`config.mk`:
```
export PLATFORM = sky130hd
export DESIGN_NAME = fifo_write_arbiter
export DESIGN_NICKNAME = d
export VERILOG_FILES = /design/src/rtl/fifo_arb_pkg.sv /design/src/rtl/rr_priority_pick.sv /design/src/rtl/fifo_write_arbiter.sv
export SDC_FILE = /design/constraint.sdc
export NUM_CORES = 1
export LEC_CHECK = 0
export ABC_AREA = 1
export CAP_MARGIN = 20
export CORE_MARGIN = 10
export CORE_UTILIZATION = 37
export CTS_CLUSTER_DIAMETER = 40
export DETAILED_ROUTE_END_ITERATION = 16
export PLACE_DENSITY = 0.81
export SLEW_MARGIN = 5
export SYNTH_ARGS = -nofsm -noshare
export SYNTH_HDL_FRONTEND = slang
export SYNTH_SLANG_ARGS = --single-unit
```
`constraint.sdc`:
```
create_clock -name clk -period 1.45 [get_ports clk]
set_clock_uncertainty 0.2 [all_clocks]
set_input_delay 0.29 -clock clk [delete_from_list [all_inputs] [get_ports clk]]
set_output_delay 0.29 -clock clk [all_outputs]
set_load 0.01 [all_outputs]
```
`src/rtl/fifo_arb_pkg.sv`:
```
// Shared types and helpers for the round-robin fifo write arbiter.
package fifo_arb_pkg;

   typedef enum logic [0:0] {ARB_IDLE, ARB_GRANT} arb_state_t;

   // Modular increment done by compare so non-power-of-2 counts wrap correctly
   function automatic int unsigned rr_next(input int unsigned ptr, input int unsigned n);
      return (ptr >= n - 1) ? 0 : ptr + 1;
   endfunction

endpackage

```
`src/rtl/rr_priority_pick.sv`:
```
// Combinational rotating-priority picker: first set request at or after ptr, wrapping.
module rr_priority_pick #(
   parameter int N    = 4,
   parameter int IDXW = (N > 1) ? $clog2(N) : 1
) (
   input  logic [N-1:0]    req,
   input  logic [IDXW-1:0] ptr,
   output logic            any,
   output logic [IDXW-1:0] idx
);

   int pos;

   always_comb begin
      any = 1'b0;
      idx = '0;
      pos = 0;
      for (int k = 0; k < N; k++) begin
         pos = int'(ptr) + k;
         if (pos >= N) pos = pos - N;
         if (!any && req[pos[IDXW-1:0]]) begin
            any = 1'b1;
            idx = pos[IDXW-1:0];
         end
      end
   end

endmodule

```
`src/rtl/fifo_write_arbiter.sv`:
```
// Round-robin arbiter sharing one fifo write port between NREQ producers,
// holding each grant for a burst of up to BURST words.
module fifo_write_arbiter
   import fifo_arb_pkg::*;
#(
   parameter int NREQ  = 4,
   parameter int WIDTH = 8,
   parameter int BURST = 4,
   localparam int IDXW = (NREQ > 1) ? $clog2(NREQ) : 1
) (
   input  logic                  clk,
   input  logic                  reset,
   input  logic [NREQ-1:0]       in_valid,
   input  logic [NREQ*WIDTH-1:0] in_data,
   output logic [NREQ-1:0]       in_ack,
   output logic                  fifo_wr,
   output logic [WIDTH-1:0]      fifo_wdata,
   input  logic                  fifo_not_full,
   output logic                  grant_valid,
   output logic [IDXW-1:0]       grant_idx
);

   localparam int BW = $clog2(BURST) + 1;

   arb_state_t      state_q, state_d;
   logic [IDXW-1:0] rr_ptr_q, rr_ptr_d;
   logic [IDXW-1:0] grant_q, grant_d;
   logic [BW-1:0]   beats_q, beats_d;
   logic            pick_any;
   logic [IDXW-1:0] pick_idx;
   logic [IDXW-1:0] rr_after_grant;
   logic [WIDTH-1:0] words [NREQ];

   always_comb begin
      for (int i = 0; i < NREQ; i++) begin
         words[i] = in_data[i*WIDTH +: WIDTH];
      end
   end

   assign rr_after_grant = IDXW'(rr_next(32'(grant_q), 32'(NREQ)));

   rr_priority_pick #(.N(NREQ), .IDXW(IDXW)) u_pick (
      .req (in_valid),
      .ptr (rr_ptr_q),
      .any (pick_any),
      .idx (pick_idx)
   );

   always_ff @(posedge clk or posedge reset) begin
      if (reset) begin
         state_q  <= ARB_IDLE;
         rr_ptr_q <= '0;
         grant_q  <= '0;
         beats_q  <= '0;
      end else begin
         state_q  <= state_d;
         rr_ptr_q <= rr_ptr_d;
         grant_q  <= grant_d;
         beats_q  <= beats_d;
      end
   end

   // Outputs are decoded from the registered state, so an async reset silences them at once
   always_comb begin
      state_d     = state_q;
      rr_ptr_d    = rr_ptr_q;
      grant_d     = grant_q;
      beats_d     = beats_q;
      in_ack      = '0;
      fifo_wr     = 1'b0;
      fifo_wdata  = '0;
      grant_valid = 1'b0;
      grant_idx   = '0;
      case (state_q)
         ARB_IDLE: begin
            if (pick_any) begin
               grant_d = pick_idx;
               beats_d = '0;
               state_d = ARB_GRANT;
            end
         end
         ARB_GRANT: begin
            grant_valid = 1'b1;
            grant_idx   = grant_q;
            fifo_wdata  = words[grant_q];
            if (in_valid[grant_q]) begin
               if (fifo_not_full) begin
                  fifo_wr         = 1'b1;
                  in_ack[grant_q] = 1'b1;
                  if (beats_q == BW'(BURST - 1)) begin
                     state_d  = ARB_IDLE;
                     rr_ptr_d = rr_after_grant;
                     beats_d  = '0;
                  end else begin
                     beats_d = beats_q + 1'b1;
                  end
               end
            end else begin
               state_d  = ARB_IDLE;
               rr_ptr_d = rr_after_grant;
               beats_d  = '0;
            end
         end
         default: state_d = ARB_IDLE;
      endcase
   end

endmodule

```
# Word level (Yosys, flattened, before mapping)
# Cells that the tools add are included.
[word_totals]
rom_bits = 0
register_bits = 8
mem_count = 0
output_inout_bits = 16
ram_bits = 0
latch_bits = 0
wordCells = 92
[classes]
addsub = 9
shifts = 0
eq_ne = 5
n_div = 0
magnitude_cmp = 12
reduce_logical = 10
bitwise = 2
n_mux = 50
mul = 0
[ops]
columns = ["cell", "count"]
rows = [
  ["2-bit 2-to-1 mux", 13],
  ["8-bit 2-to-1 mux", 3],
  ["1-bit 2-to-1 mux", 18],
  ["8-bit binary-select mux with 2-bit select", 1],
  ["2-bit by 3-bit < comparator with 1-bit output (second input constant)", 5],
  ["3-bit greater-or-equal comparator (second input constant)", 4],
  ["3-bit 2-to-1 mux", 4],
  ["4-bit 2-to-1 mux", 3],
  ["1-bit binary-select mux with 2-bit select", 5],
  ["2-bit by 1-bit subtractor with 2-bit output (second input constant)", 4],
  ["2-bit by 2-bit adder with 3-bit output (second input constant)", 2],
  ["3-bit case mux with 2 select lines", 1],
  ["1-bit logical AND", 4],
  ["2-bit != test (second input constant)", 2],
  ["2-bit AND reduction", 2],
  ["2-bit by 1-bit adder with 3-bit output (second input constant)", 1],
  ["3-bit by 1-bit adder with 3-bit output (second input constant)", 1],
  ["3-bit by 2-bit equality test with 1-bit output (second input constant)", 1],
  ["2-bit by 3-bit greater-or-equal comparator with 1-bit output (second input constant)", 1],
  ["1-bit logical NOT", 3],
  ["3-bit != test (second input constant)", 1],
  ["2-bit NOT with 3-bit output", 1],
  ["3-bit AND reduction", 1],
  ["2-bit by 1-bit adder with 2-bit output (second input constant)", 1],
  ["other kinds (6)", 6],
]

# Longest topological paths before layout
# Gate-level depths: netlist of the first run.
[logic_depth]
depth_word = 16
depth_mapped = 11
depth_no_buf = 11

# Cells and area by module
# From an unflattened synthesis of the first run, not the netlist that was laid out.
[unflattened]
hier_cells = 199
hier_area_um2 = 1171.1
[by_module_without_submodules]
columns = ["module", "area_per_inst_um2", "n_inst", "cells_each", "seq_area_each_um2"]
rows = [
  ["fifo_write_arbiter", 852.1, 1, 140, 200.2],
  ["rr_priority_pick", 319.1, 1, 59, 0.0],
]

# Worst setup path before layout of the first run
# OpenSTA, ideal clock, no wires.
[synth_path]
path_kind = "flip-flop to output port"
from = "register grant_q[0]"
to = "output fifo_wdata[0]"
path_slack_ns = -0.260
arrival_ns = 1.220
path_stages_with_launch = 7
n_path_buf = 2
path_cell_list = "dfrtp_1 buf_2 buf_2 nor2_1 nor2_1 o21ai_0 a21oi_1"
[synth_via]
elab_chain_len = 5
[synth_rtl]
columns = ["item", "line", "source"]
rows = [
  ["from (decl)", "fifo_write_arbiter.sv:27", "logic [IDXW-1:0] grant_q, grant_d;"],
  ["from (signal assigned)", "fifo_write_arbiter.sv:58", "grant_q <= grant_d;"],
  ["2-bit NOT with 3-bit output (implied by the code)", "fifo_write_arbiter.sv:85", "fifo_wdata = words[grant_q];"],
  ["8-bit binary-select mux with 2-bit select", "fifo_write_arbiter.sv:85", ""],
  ["8-bit 2-to-1 mux (implied by the code) (2 in a row)", "fifo_write_arbiter.sv:85", ""],
  ["8-bit 2-to-1 mux", "fifo_write_arbiter.sv:74", "case (state_q)"],
  ["to (decl)", "fifo_write_arbiter.sv:17", "output logic [WIDTH-1:0] fifo_wdata,"],
]
# Every way passes these cells. The select of a mux whose other input is x is not followed.

# Worst setup path in the final report of the first run
[layout_path]
from = "register grant_q[0]"
to = "output in_ack[3]"
[layout_via]
elab_chain_len = 7
[layout_rtl]
columns = ["item", "line", "source"]
rows = [
  ["2-bit by 3-bit < comparator with 1-bit output (implied by the code) / 2-bit by 1-bit greater-or-equal comparator with 1-bit output (equally long branches)", "fifo_write_arbiter.sv:89", "in_ack[grant_q] = 1'b1;"],
  ["1-bit logical AND (implied by the code)", "fifo_write_arbiter.sv:89", ""],
  ["1-bit 2-to-1 mux (implied by the code)", "fifo_write_arbiter.sv:89", ""],
  ["1-bit demux with 2-bit select", "fifo_write_arbiter.sv:89", ""],
  ["4-bit 2-to-1 mux", "fifo_write_arbiter.sv:87", "if (fifo_not_full) begin"],
  ["4-bit 2-to-1 mux (*)", "fifo_write_arbiter.sv:86", "if (in_valid[grant_q]) begin"],
  ["4-bit 2-to-1 mux (*)", "fifo_write_arbiter.sv:74", ""],
  ["to (decl)", "fifo_write_arbiter.sv:15", "output logic [NREQ-1:0] in_ack,"],
]
# Every way passes the cells marked *; elsewhere a longest branch is shown, timed or not. The select of a mux whose other input is x is not followed.

==> results by group, run 1 <==
Status
  • Run status: finished, violations left
  • Failing checks: setup timing

Clock tree
  • CTS clock-pin slew for the worst setup and hold paths: 0.06 ns
  • H-tree depth: 1
  • CTS buffer count: 3
  • Clk Latency, worst-skew pair: 0.27 ns
  • CTS max path bufs: 2
  • CTS tree: done
  • Num Clock Sinks: 8
  • CTS Hold Bufs: 0
  • Root buf cell: clkbuf_4

Run
  • Number of max-cap violations: 0

Worst setup path
  • Crit path largest cell delay: 0.43 ns
  • Crit Path Class: reg2out
  • Startpoint type of the worst setup path: register
  • CP top delay family: simple AND/OR/NAND/NOR gates
  • Crit path arrival time: 1.50 ns
  • Crit-path cells: inv_2, nand2_1, nand3_2, nand2_4, nor2_4, nand2_4, nor2_4, buf_6
  • Worst path required time: 0.96 ns
  • CP bufs+invs: 2
  • Max FO, Critical Path: 5
  • Slowest cell on crit path: dfrtp_2
  • CP endpoint kind: output pin

Routing
  • Drt via density: 4.90
  • Final wirelength: 4250 um
  • Routed wire per std cell: 13.8 um
  • Vias: 1,509
  • Antenna-violating nets left: 0
  • Starting DRT DRC Count: 53
  • Pre-Repair DR Iteration Count: 5
  • DRC viols: 0

Place
  • DP Cell Count: 294
  • Post-DP HPWL: 3280 um
  • Post-DP Area: 1930 um^2
  • Gpl congestion: 0.914
  • Port bufs: 54

STA
  • Final setup viols: 23
  • Max-slew headroom: 77.4%
  • Post-Route Setup TNS: -8.31 ns
  • Minimum clock period: 1.99 ns
  • Slew @ Worst Pin: 0.338 ns
  • RSZ-0062 raised after global routing: yes
  • Final hold vios: 0
  • Setup ws final: -0.541 ns
  • Peak Freq: 502 MHz
  • Slew Limit Fails: 0
  • Final critical-path share of the clock period: 137%

Die
  • DIE AREA: 5630 um^2
  • Starting density of the core: 39.6%
  • I/O pins: 55
  • FP Rows: 19
  • Width of the die: 75.0 um
  • Die Y-Extent: 75.0 um
  • Core Area: 2830 um^2

Logic synthesis
  • Compound-Gate Fraction of Synth Area: 13.3%
  • Synth Area in Adders: 5.59%
  • Yosys cell types: 25
  • Syn Nets: 238
  • Synth Area in Simple Gates: 52.0%
  • Yosys warns: 0
  • Largest family of logic cells by synthesized area: simple AND/OR/NAND/NOR gates
  • Post-Synth XOR/XNOR Area: 0%
  • Synth Area per Inst: 5.77 um^2
  • Yosys reg bits: 8
  • Mapped cell area: 1120 um^2
  • Sequential area share after synthesis: 17.9%
  • Post-Synthesis Cells: 194
  • Post-synthesis mux area share: 0%

Power
  • Switching Power: 2.37 mW
  • Peak VDD IR: 0.000963 V
  • Power density cells: 2170 nW/um^2
  • Pint: 2.25 mW
  • Switching Share: 51.3%
  • Proportion of power drawn by combinational gates: 85.5%
  • Clock power share: 4.2%
  • Sequential power share: 10.3%
  • Leakage: 1.05 nW

Cells and area
  • Share of post-route cells with drive strength above 1: 41.5%
  • Area Overhead vs Synth: 90.7%
  • Final Util: 75.5%
  • Final instance area: 2140 um^2
  • Layout Nets: 322
  • Finished Layout Cells: 308
  • N_diodes: 0

Global route
  • GRT Overall Usage: 14.7%
  • Initial antenna violation count: 0
  • Number of global-route vias before repair: 1,480
  • Largest net degree at the start of global routing: 19
  • Grt total ovfl: 0
  • First-pass GRT wire length: 6580 um

Hold path
  • Tightest Hold Check Type: in2async
## stage by stage
step / total power, mW / hold WS, ns / setup slack [ns]
after floorplan: 2.54 / -0.0944 / -0.146
after global placement: 3.79 / 0.285 / -0.952
after detailed placement: 3.85 / 0.296 / -1.02
after CTS: 4.11 / 0.0985 / -0.526
after global routing: 5.01 / 0.123 / -0.608
final: 4.63 / 0.0801 / -0.541
## layout make-up
type	instances	area, um^2
clock buffer	4	26.3
inverter	25	101
multi-input combinational	155	961
timing repair buffer	85	802
tap	31	38.8
sequential	8	206
fill	227	693
## state kept, by name, indices dropped and copies added, names as in the netlist
name      count
grant_q       2
state_q       1
rr_ptr_q      2
beats_q       3
## metal layers
metal  part of all wire (%)  vias to the layer above  routed length (um)  global-route usage (%)
li1                       -                      783                   -                       -
met1                     38                      665                1610                    14.7
met2                     49                       53                2080                    25.3
met3                     11                        8                 474                    8.41
met4                    1.7                        0                  72                    4.41
met5                      0                        -                   0                       0
## power groups by stage
stage / Clock [mW] / Combinational [mW] / Sequential (mW)
detailed placement: 0 / 3.42 / 0.424
global placement: 0 / 3.36 / 0.424
global route: 0.203 / 4.32 / 0.487
CTS: 0.193 / 3.48 / 0.440
floorplan: 0 / 2.10 / 0.435
finish: 0.195 / 3.96 / 0.475
## path summary, 6_finish.rpt
path                                 start     endpoint  slack, ns  cells after the start
worst max-delay path            grant_q[0]    in_ack[3]      -0.54                      8
worst min-delay path                 reset   beats_q[0]       0.08                      2
worst max register to register  grant_q[0]  rr_ptr_q[1]      -0.23                     11
worst min register to register  beats_q[1]   beats_q[1]       0.31                      2
max in group asynchronous            reset   grant_q[1]       0.69                      2
min in group clk                beats_q[1]   beats_q[1]       0.31                      2
## synth_stat cells
master,instances,share of area (%)
a21oi_1,10,4.5
o21ai_1,1,0.45
nand3_4,1,1.6
nor4_1,1,0.56
nand3_1,12,5.4
inv_1,19,6.4
ha_1,5,5.6
dfrtp_1,8,18
and2_1,1,0.56
buf_2,2,0.89
nand2_1,46,15
nor2_2,2,1.1
nand2_4,4,4.0
buf_6,1,1.0
o21ai_0,16,7.2
buf_1,1,0.33
nand2_2,7,3.9
nor2_1,39,13
nand3_2,2,1.8
a31oi_1,1,0.56
nand4_1,5,2.8
o31ai_1,1,0.67
inv_2,6,2.0
clkbuf_1,2,0.67
nor2_8,1,1.8
## timing repair
action                     CTS  global route
cloned                       1             1
resized for setup           98            34
pin swaps                   15            13
setup endpoints to repair   24            24
buffers inserted             2             6
## cells in the final DEF (no fill, tap or decap), types with 4 or more instances in the layout
cell type        synthesis  final
dfrtp_2                  0      5
nand3_1                 12      8
a21oi_1                 10      9
nand2_1                 46     31
buf_6                    1     14
nor2_4                   0      7
inv_1                   19     16
nand2_2                  7     18
inv_2                    6      7
dlygate4sd2_1            0      4
o21ai_1                  1     12
buf_2                    2      9
buf_4                    0     19
nor2_2                   2      6
ha_1                     5      5
o21ai_0                 16      4
nand2_4                  4      7
nand3_2                  2      6
clkdlybuf4s50_1          0     34
nand4_1                  5      5
nor2_1                  39     28
## kinds of logic after synthesis
logic type      Yosys count
simple gates            121
buf+inv                  31
compound gates           29
flops                     8
fa+ha+maj                 5
Note: power is estimated with default switching activity, not from simulation.
==> run 2: changes to the inputs <==
- ABC_CLOCK_PERIOD_IN_PS: unset -> 1450
- CAP_MARGIN: 20 -> 30
- HOLD_SLACK_MARGIN: unset -> 0.03
==> results of run 2 <==
Same layout as run 1: the final DEF is identical, and so are final timing and power.
